### src/rtl/vga_pkg.sv
// rtl/vga_pkg.sv - shared VGA timing defaults and colour-bar helper
package vga_pkg;

  // 640x480@60 timing (25.175 MHz pixel clock)
  localparam int DEF_H_ACTIVE = 640;
  localparam int DEF_H_FP     = 16;
  localparam int DEF_H_SYNC   = 96;
  localparam int DEF_H_BP     = 48;
  localparam int DEF_V_ACTIVE = 480;
  localparam int DEF_V_FP     = 10;
  localparam int DEF_V_SYNC   = 2;
  localparam int DEF_V_BP     = 33;

  localparam int DEF_RGB_WIDTH   = 3;
  localparam int DEF_COUNT_WIDTH = 10;
  localparam int DEF_PIX_LATENCY = 2;

  // Bar index 0..7 -> {R,G,B}; inverting the index gives
  // white, yellow, magenta, red, cyan, green, blue, black across the line.
  function automatic logic [2:0] colour_bar(input logic [2:0] bar);
    return ~bar;
  endfunction

endpackage

### src/rtl/vga_delay_line.sv
// rtl/vga_delay_line.sv - enabled shift register with async clear
module vga_delay_line #(
  parameter int WIDTH = 1,
  parameter int DEPTH = 1
) (
  input  logic             clock,
  input  logic             reset,
  input  logic             en,
  input  logic [WIDTH-1:0] din,
  output logic [WIDTH-1:0] dout
);

  generate
    if (DEPTH == 0) begin : g_bypass
      // Zero depth: the consumer samples the input directly.
      logic unused_ok;
      assign unused_ok = &{1'b0, clock, reset, en};
      assign dout = din;
    end else begin : g_shift
      logic [DEPTH-1:0][WIDTH-1:0] stage_q;
      logic [DEPTH-1:0][WIDTH-1:0] stage_d;

      // Shift one stage per enabled tick, hold otherwise.
      always_comb begin
        stage_d = stage_q;
        if (en) begin
          stage_d[0] = din;
          for (int i = 1; i < DEPTH; i++) begin
            stage_d[i] = stage_q[i-1];
          end
        end
      end

      // Stage registers; clearing to zero means "inactive" for the sideband.
      always_ff @(posedge clock or posedge reset) begin
        if (reset) begin
          stage_q <= '0;
        end else begin
          stage_q <= stage_d;
        end
      end

      assign dout = stage_q[DEPTH-1];
    end
  endgenerate

endmodule

### src/rtl/vga_timing_pipe.sv
// rtl/vga_timing_pipe.sv - parametrised VGA timing with pixel-request pipeline
module vga_timing_pipe
  import vga_pkg::*;
#(
  parameter int H_ACTIVE    = DEF_H_ACTIVE,
  parameter int H_FP        = DEF_H_FP,
  parameter int H_SYNC      = DEF_H_SYNC,
  parameter int H_BP        = DEF_H_BP,
  parameter int V_ACTIVE    = DEF_V_ACTIVE,
  parameter int V_FP        = DEF_V_FP,
  parameter int V_SYNC      = DEF_V_SYNC,
  parameter int V_BP        = DEF_V_BP,
  parameter bit HSYNC_POL   = 1'b0,
  parameter bit VSYNC_POL   = 1'b0,
  parameter int RGB_WIDTH   = DEF_RGB_WIDTH,
  parameter int PIX_LATENCY = DEF_PIX_LATENCY,
  parameter int COUNT_WIDTH = DEF_COUNT_WIDTH
) (
  input  logic                   clock,
  input  logic                   reset,
  input  logic                   pix_en,
  input  logic                   test_pattern,
  output logic [COUNT_WIDTH-1:0] pixel_row,
  output logic [COUNT_WIDTH-1:0] pixel_col,
  output logic                   pixel_req,
  input  logic [RGB_WIDTH-1:0]   pixel_rgb,
  output logic                   frame_start,
  output logic                   line_start,
  output logic                   vga_hsync,
  output logic                   vga_vsync,
  output logic [RGB_WIDTH-1:0]   vga_rgb,
  output logic                   vblank
);

  localparam int H_TOTAL = H_ACTIVE + H_FP + H_SYNC + H_BP;
  localparam int V_TOTAL = V_ACTIVE + V_FP + V_SYNC + V_BP;
  localparam int CH_W    = RGB_WIDTH / 3;
  localparam int SB_W    = 7;

  localparam logic [COUNT_WIDTH-1:0] H_LAST    = COUNT_WIDTH'(H_TOTAL - 1);
  localparam logic [COUNT_WIDTH-1:0] V_LAST    = COUNT_WIDTH'(V_TOTAL - 1);
  localparam logic [COUNT_WIDTH-1:0] H_ACT_C   = COUNT_WIDTH'(H_ACTIVE);
  localparam logic [COUNT_WIDTH-1:0] V_ACT_C   = COUNT_WIDTH'(V_ACTIVE);
  localparam logic [COUNT_WIDTH-1:0] H_SYNC_LO = COUNT_WIDTH'(H_ACTIVE + H_FP);
  localparam logic [COUNT_WIDTH-1:0] H_SYNC_HI = COUNT_WIDTH'(H_ACTIVE + H_FP + H_SYNC);
  localparam logic [COUNT_WIDTH-1:0] V_SYNC_LO = COUNT_WIDTH'(V_ACTIVE + V_FP);
  localparam logic [COUNT_WIDTH-1:0] V_SYNC_HI = COUNT_WIDTH'(V_ACTIVE + V_FP + V_SYNC);
  localparam logic [COUNT_WIDTH-1:0] BAR_DIV   = COUNT_WIDTH'(H_ACTIVE / 8);
  localparam logic [COUNT_WIDTH-1:0] BAR_MAX   = COUNT_WIDTH'(7);
  localparam logic [COUNT_WIDTH-1:0] ONE       = COUNT_WIDTH'(1);

  generate
    if (RGB_WIDTH % 3 != 0) begin : g_bad_rgb
      $error("vga_timing_pipe: RGB_WIDTH must be a multiple of 3");
    end
    if (H_ACTIVE < 8) begin : g_bad_hact
      $error("vga_timing_pipe: H_ACTIVE must be at least 8");
    end
    if (H_TOTAL > 2**COUNT_WIDTH || V_TOTAL > 2**COUNT_WIDTH) begin : g_bad_cw
      $error("vga_timing_pipe: COUNT_WIDTH too small for the frame totals");
    end
    if (PIX_LATENCY < 0 || PIX_LATENCY > 8) begin : g_bad_lat
      $error("vga_timing_pipe: PIX_LATENCY must be 0..8");
    end
  endgenerate

  logic [COUNT_WIDTH-1:0] h_q, h_d, v_q, v_d;
  logic                   frame_start_q, frame_start_d;
  logic                   line_start_q, line_start_d;
  logic [RGB_WIDTH-1:0]   rgb_q, rgb_d;
  logic                   hsync_q, hsync_d;
  logic                   vsync_q, vsync_d;
  logic                   vblank_q, vblank_d;

  logic                   active, hs_raw, vs_raw, vb_raw;
  logic [COUNT_WIDTH-1:0] bar_idx;
  logic [2:0]             bar_colour;

  logic [SB_W-1:0]        sb_in, sb_out;
  logic                   dl_active, dl_hs, dl_vs, dl_vb;
  logic [2:0]             dl_colour;
  logic [RGB_WIDTH-1:0]   bar_rgb;

  // Raster counters plus the undelayed line/frame strobes that track them.
  always_comb begin
    h_d           = h_q;
    v_d           = v_q;
    line_start_d  = line_start_q;
    frame_start_d = frame_start_q;
    if (pix_en) begin
      if (h_q == H_LAST) begin
        h_d = '0;
        v_d = (v_q == V_LAST) ? '0 : v_q + ONE;
      end else begin
        h_d = h_q + ONE;
      end
      line_start_d  = (h_d == '0);
      frame_start_d = (h_d == '0) && (v_d == '0);
    end
  end

  // Stage-0 decode of the current counter position.
  always_comb begin
    active     = (h_q < H_ACT_C) && (v_q < V_ACT_C);
    hs_raw     = (h_q >= H_SYNC_LO) && (h_q < H_SYNC_HI);
    vs_raw     = (v_q >= V_SYNC_LO) && (v_q < V_SYNC_HI);
    vb_raw     = (v_q >= V_ACT_C);
    bar_idx    = h_q / BAR_DIV;
    bar_colour = colour_bar((bar_idx > BAR_MAX) ? 3'd7 : bar_idx[2:0]);
  end

  assign sb_in = {active, hs_raw, vs_raw, vb_raw, bar_colour};

  vga_delay_line #(
    .WIDTH (SB_W),
    .DEPTH (PIX_LATENCY)
  ) u_delay (
    .clock (clock),
    .reset (reset),
    .en    (pix_en),
    .din   (sb_in),
    .dout  (sb_out)
  );

  assign {dl_active, dl_hs, dl_vs, dl_vb, dl_colour} = sb_out;
  assign bar_rgb = {{CH_W{dl_colour[2]}}, {CH_W{dl_colour[1]}}, {CH_W{dl_colour[0]}}};

  // Output register inputs: blank the colour outside the active area.
  always_comb begin
    rgb_d    = rgb_q;
    hsync_d  = hsync_q;
    vsync_d  = vsync_q;
    vblank_d = vblank_q;
    if (pix_en) begin
      rgb_d    = dl_active ? (test_pattern ? bar_rgb : pixel_rgb) : '0;
      hsync_d  = dl_hs ? HSYNC_POL : ~HSYNC_POL;
      vsync_d  = dl_vs ? VSYNC_POL : ~VSYNC_POL;
      vblank_d = dl_vb;
    end
  end

  // All state registers; reset parks syncs at their idle level.
  always_ff @(posedge clock or posedge reset) begin
    if (reset) begin
      h_q           <= '0;
      v_q           <= '0;
      frame_start_q <= 1'b0;
      line_start_q  <= 1'b0;
      rgb_q         <= '0;
      hsync_q       <= ~HSYNC_POL;
      vsync_q       <= ~VSYNC_POL;
      vblank_q      <= 1'b0;
    end else begin
      h_q           <= h_d;
      v_q           <= v_d;
      frame_start_q <= frame_start_d;
      line_start_q  <= line_start_d;
      rgb_q         <= rgb_d;
      hsync_q       <= hsync_d;
      vsync_q       <= vsync_d;
      vblank_q      <= vblank_d;
    end
  end

  assign pixel_row   = v_q;
  assign pixel_col   = h_q;
  assign pixel_req   = active;
  assign frame_start = frame_start_q;
  assign line_start  = line_start_q;
  assign vga_hsync   = hsync_q;
  assign vga_vsync   = vsync_q;
  assign vga_rgb     = rgb_q;
  assign vblank      = vblank_q;

endmodule
### config.mk
export PLATFORM = sky130hd
export DESIGN_NAME = vga_timing_pipe
export DESIGN_NICKNAME = d
export VERILOG_FILES = /design/src/rtl/vga_pkg.sv /design/src/rtl/vga_delay_line.sv /design/src/rtl/vga_timing_pipe.sv
export SDC_FILE = /design/constraint.sdc
export NUM_CORES = 1
export LEC_CHECK = 0
export CAP_MARGIN = 40
export CORE_MARGIN = 3
export CORE_UTILIZATION = 56
export CTS_BUF_LIST = sky130_fd_sc_hd__clkbuf_2 sky130_fd_sc_hd__clkbuf_4 sky130_fd_sc_hd__clkbuf_8
export CTS_CLUSTER_DIAMETER = 30
export DETAILED_ROUTE_END_ITERATION = 10
export GPL_ROUTABILITY_DRIVEN = 1
export GPL_TIMING_DRIVEN = 0
export PLACE_DENSITY = 0.8
export SYNTH_ARGS = -nofsm -noshare
export SYNTH_HDL_FRONTEND = slang
export SYNTH_SLANG_ARGS = --single-unit
export TNS_END_PERCENT = 100
### constraint.sdc
create_clock -name clock -period 3 [get_ports clock]
set_clock_uncertainty 0.1 [all_clocks]
set_input_delay 0.6 -clock clock [delete_from_list [all_inputs] [get_ports clock]]
set_output_delay 0.6 -clock clock [all_outputs]
set_load 0.01 [all_outputs]
Word level (Yosys, flattened, before mapping):

Cells that the tools add are included.

* register bits: 42
* input port bits: 7
* output and inout port bits: 29

* add/subtract/negate cells: 2
* divide/modulo/power cells: 1
* order comparisons: 8
* equality and inequality tests: 2
* mux-type cells: 10
* bitwise logic cells: 1
* reduce and logical (&&, ||, !) cells: 6

Operators with widths (count)
* $mux W10: 5
* $add A10 B1 Y10 const B: 2
* $eq A10 B10 Y1 const B: 2
* $ge A10 B9 Y1 const B: 2
* $logic_not A10 Y1: 2
* $lt A10 B10 Y1 const B: 2
* $lt A10 B9 Y1 const B: 2
* $div A10 B7 Y10 const B: 1
* $ge A10 B10 Y1 const B: 1
* $gt A10 B3 Y1 const B: 1
* $mux W3: 3
* $logic_and A1 B1 Y1: 4
* $not A3 Y3: 1
* $mux W1: 2

Depth between registers and ports, before layout:

* word-level depth: 6
* depth in mapped cells: 8
* mapped depth without buffers: 7

Cells and area by module:

A second synthesis with hierarchy kept.

* cell total of the unflattened synthesis: 252
* area total of the unflattened synthesis: 2389.8 um2

By module, submodules not included
* vga_timing_pipe: times used 1, cells an instance 215, area each 1814.2 um2, sequential area each 703.2 um2
* vga_delay_line: times used 1, cells an instance 37, area each 575.6 um2, sequential area each 350.3 um2

Worst setup path before layout:

OpenSTA, ideal clock, no wires.

* path kind: register to register
* start: register h_q[0], in the netlist pixel_col[0]
* end: register frame_start_q, in the netlist frame_start
* arrival time: 2.248 ns
* path slack: 0.551 ns
* stages on the path, launching flop included: 7
* path buffers: 0
* period minus slack after synthesis: 2.449 ns
* cell sequence: dfrtp_1 > ha_1 > nand3_2 > or4_4 > a2111o_1 > a2111o_1 > o32ai_1

* word-level cells in the longest chain between the ends: 5
* elaborated cells on any way between the ends: 9
* classes of those cells: add/sub (1); eq/ne (1); mux (4); reduce/logical (3)

RTL lines
* start: declaration: RTL line vga_timing_pipe.sv:67 `logic [COUNT_WIDTH-1:0] h_q, h_d, v_q, v_d;`
* start signal: assignment: RTL line vga_timing_pipe.sv:145 `h_q <= '0;`
* start signal: assignment: RTL line vga_timing_pipe.sv:154 `h_q <= h_d;`
* $add A10 B1 Y10 / $eq A10 B10 Y1 (equally long branches): RTL line vga_timing_pipe.sv:95, vga_timing_pipe.sv:91
* $mux W10: RTL line vga_timing_pipe.sv:91 `if (h_q == H_LAST) begin`
* $mux W10: RTL line vga_timing_pipe.sv:90 `if (pix_en) begin`
* $logic_not A10 Y1: RTL line vga_timing_pipe.sv:98 `frame_start_d = (h_d == '0) && (v_d == '0);`
* $logic_and A1 B1 Y1 *: RTL line vga_timing_pipe.sv:98
* end signal: assignment: RTL line vga_timing_pipe.sv:156 `frame_start_q <= frame_start_d;`
* end: declaration: RTL line vga_timing_pipe.sv:68 `logic frame_start_q, frame_start_d;`

Mark *: on every way between the ends. The rest lies on a longest branch, timed or not. The select of a mux whose other input is x is not followed.
A chain may end at the register's enable or synchronous reset.

Worst setup path after layout:

* start: register h_q[1], in the netlist pixel_col[1]
* end: register frame_start_q, in the netlist frame_start

Same word-level chain as after synthesis.

==> impl_metrics.env <==
export IMPL_max_vdd_ir_drop_mv=0.330
export IMPL_busiest_layer="met2"
export IMPL_synthDistinctLibCells=55
export IMPL_r2r_end="frame_start$_DFFE_PP0P_"
export IMPL_worstPathCellList="ha_1 > nand3_2 > nor4_1 > clkbuf_1 > nand3_1 > a2111oi_0 > nor3_1 > o32ai_1"
export IMPL_cts_max_path_buffers=2
export IMPL_htree_levels=2
export IMPL_synth_flop_cell="dfrtp_1"
export IMPL_drv_slew=0
export IMPL_synth_top_cell_area_share=0.419
export IMPL_vias=2064
export IMPL_seqCellArea_um2=1050
export IMPL_yosysWarnings=0
export IMPL_max_slew_margin=0.611
export IMPL_drc=0
export IMPL_ys_async_sr_fraction=1.00
export IMPL_viasPerCell=5.91
export IMPL_grt_util_met3=0.0421
export IMPL_cts_tree="done"
export IMPL_syn_cell_area_um2=2390
export IMPL_ant_nets=0
export IMPL_drtPass1Iterations=4
export IMPL_wl_per_cell_um=15.5
export IMPL_hpwl_mm=3.82
export IMPL_p_per_area_nw_per_um2=505
export IMPL_drive_gt1_frac=0.130
export IMPL_insertedDiodeCount=0
export IMPL_critPathBufInv=1
export IMPL_r2r_slack_ns=0.20
export IMPL_yosysTopAreaCell="dfrtp_1"
export IMPL_setup_viol=0
export IMPL_dieArea_um2=5090
export IMPL_critPathMaxStageDelay_ns=0.46
export IMPL_hold_path_class="flip-flop to flip-flop"
export IMPL_cp_arrival_ns=2.90
export IMPL_dpl_worst_slack_ns=0.264
export IMPL_synth_commonest_cells="dfrtp_1 (40), o21ai_0 (26), nand2_1 (21), inv_1 (16), nor2_1 (14)"
export IMPL_start_kind="flip-flop"
export IMPL_synth_fp_nets=267
export IMPL_min_delay_start="u_delay.dout[5]$_DFFE_PP0P_"
export IMPL_synth_seq_cells=42
export IMPL_final_setup_tns_ns=0
export IMPL_wl_mm=5.41
export IMPL_worst_skew_pair_late_latency_ns=0.30
export IMPL_worstSetupPathType="flip-flop to flip-flop"
export IMPL_cts_buffers=5
export IMPL_start_util=0.589
export IMPL_worstPathRequired_ns=3.10
export IMPL_fin_nets=310
export IMPL_final_core_util=0.722
export IMPL_synth_edf_count=0
export IMPL_ctsResizeCount=0
export IMPL_leakagePower_nw=1.26
export IMPL_outcome="finished clean"
export IMPL_dieWidth_um=71.3
export IMPL_crit_fanout=10
export IMPL_yosysSeqAreaShare=0.441
export IMPL_postCtsHoldBufs=0
export IMPL_rows=23
export IMPL_cp_end_kind="flip-flop"
export IMPL_cts_setup_buffers=0
export IMPL_gr_total_overflow=0
export IMPL_syn_inst=255
export IMPL_track_usage=0.226
export IMPL_gr_usage_met2=0.354
export IMPL_cts_root_buf="clkbuf_8"
export IMPL_crit_end="frame_start$_DFFE_PP0P_"
export IMPL_cp_depth=8
export IMPL_cts_sinks=42
export IMPL_fmax_mhz=358
export IMPL_die_y_um=71.3
export IMPL_post_synth_top_count_cell="dfrtp_1"
export IMPL_startpoint="pixel_col[1]$_DFFE_PP0P_"
export IMPL_gp_congestion=0.898
export IMPL_slowest_stage="a2111oi_0"
export IMPL_area_delta_synth_final_pct=22.7
export IMPL_multi_input_area_um2=1190
export IMPL_grt_max_degree=29
export IMPL_finalCritPeriodShare=0.932
export IMPL_period_minus_slack_ns=2.80
export IMPL_io_pins=36
export IMPL_tightest_slew_ns=0.584
export IMPL_grt_pass1_vias=1950
export IMPL_r2r_start="pixel_col[1]$_DFFE_PP0P_"
export IMPL_synthTopCellsByArea="dfrtp_1 (42%), o21ai_0 (5.4%), mux2_2 (5.2%)"
export IMPL_r2r_cells=8
export IMPL_antenna_found_initial=0
export IMPL_fillers=313
export IMPL_portBuffers=34
export IMPL_drv_cap=0
export IMPL_grt_use_met1=0.317
export IMPL_hold_viol_final=0
export IMPL_path_clk_slew_ns=0.09
export IMPL_grt_pass1_wl_mm=9.25
export IMPL_fin_ws_ns=0.204
export IMPL_crit_family="compound AO/OA/AOI/OAI gates"
export IMPL_core_um2=4060
export IMPL_syn_area_per_cell_um2=9.37
export IMPL_rsz0062_at_grt="no"
export IMPL_drt_initial_drc_count=197
[logic make-up after synthesis]
logic type / share of synthesized area
simple gates: 0.201
flops: 0.441
buf+inv: 0.0628
fa+ha+maj: 0.0304
xor+xnor: 0.0367
mux: 0.0728
compound gates: 0.155
[report_power, final]
part	internal, mW	switching, mW
Sequential	0.615	0.0405
Clock	0.258	0.207
Combinational	0.179	0.182
[per-stage QoR]
stage,std cells,power (mW),cell area (µm²),hold slack (ns)
after floorplan,255,0.883,2390,0.288
after global placement,339,1.01,2790,0.303
after detailed placement,341,1.03,2820,0.318
after CTS,349,1.49,2930,0.328
after global routing,349,1.55,2930,0.362
final,349,1.48,2930,0.325
[cells in the final DEF, fill, tap and decap left out, drive strengths merged, types with 3 or more instances in the layout]
master / count
inv: 16
o21ai: 27
and3: 6
ha: 5
nor3: 7
nand4: 10
o31ai: 3
clkdlybuf4s50: 34
mux2: 11
dfrtp: 40
xor2: 3
o22ai: 4
nand3: 6
nand2b: 3
xnor2: 7
nand2: 21
a21oi: 9
mux2i: 5
buf: 12
clkbuf: 15
nor2: 15
[layer usage]
metal / share of wire / vias up
met2: 0.48 / 65
met1: 0.45 / 998
met5: 0 / -
met4: 0.012 / 0
met3: 0.059 / 7
li1: - / 994
[worst min-delay path by stage]
stage,to,slack (ns),cells past startpoint
floorplan,vga_hsync$_DFFE_PP1P_,0.29,1
global placement,vga_vsync$_DFFE_PP1P_,0.30,1
detailed placement,vga_hsync$_DFFE_PP1P_,0.32,1
CTS,vga_hsync$_DFFE_PP1P_,0.33,1
global route,vga_hsync$_DFFE_PP1P_,0.36,1
finish,vga_hsync$_DFFE_PP1P_,0.33,1
[layout make-up]
type,instances,area share
Timing Repair Buffer,36,0.125
Clock buffer,6,0.0260
Multi-Input combinational cell,178,0.405
Buffer,19,0.0307
Inverter,16,0.0205
Sequential cell,42,0.359
Clock inverter,2,0.0128
Tap cell,50,0.0213
[registers in the layout, summed over array words and instances, names as in the netlist]
signal,count
frame_start,1
vblank,1
pixel_row,10
vga_hsync,1
line_start,1
pixel_col,10
vga_vsync,1
vga_rgb,3
u_delay.dout,7
u_delay.g_shift.stage_q,7
Note: power is estimated with default switching activity, not from simulation.
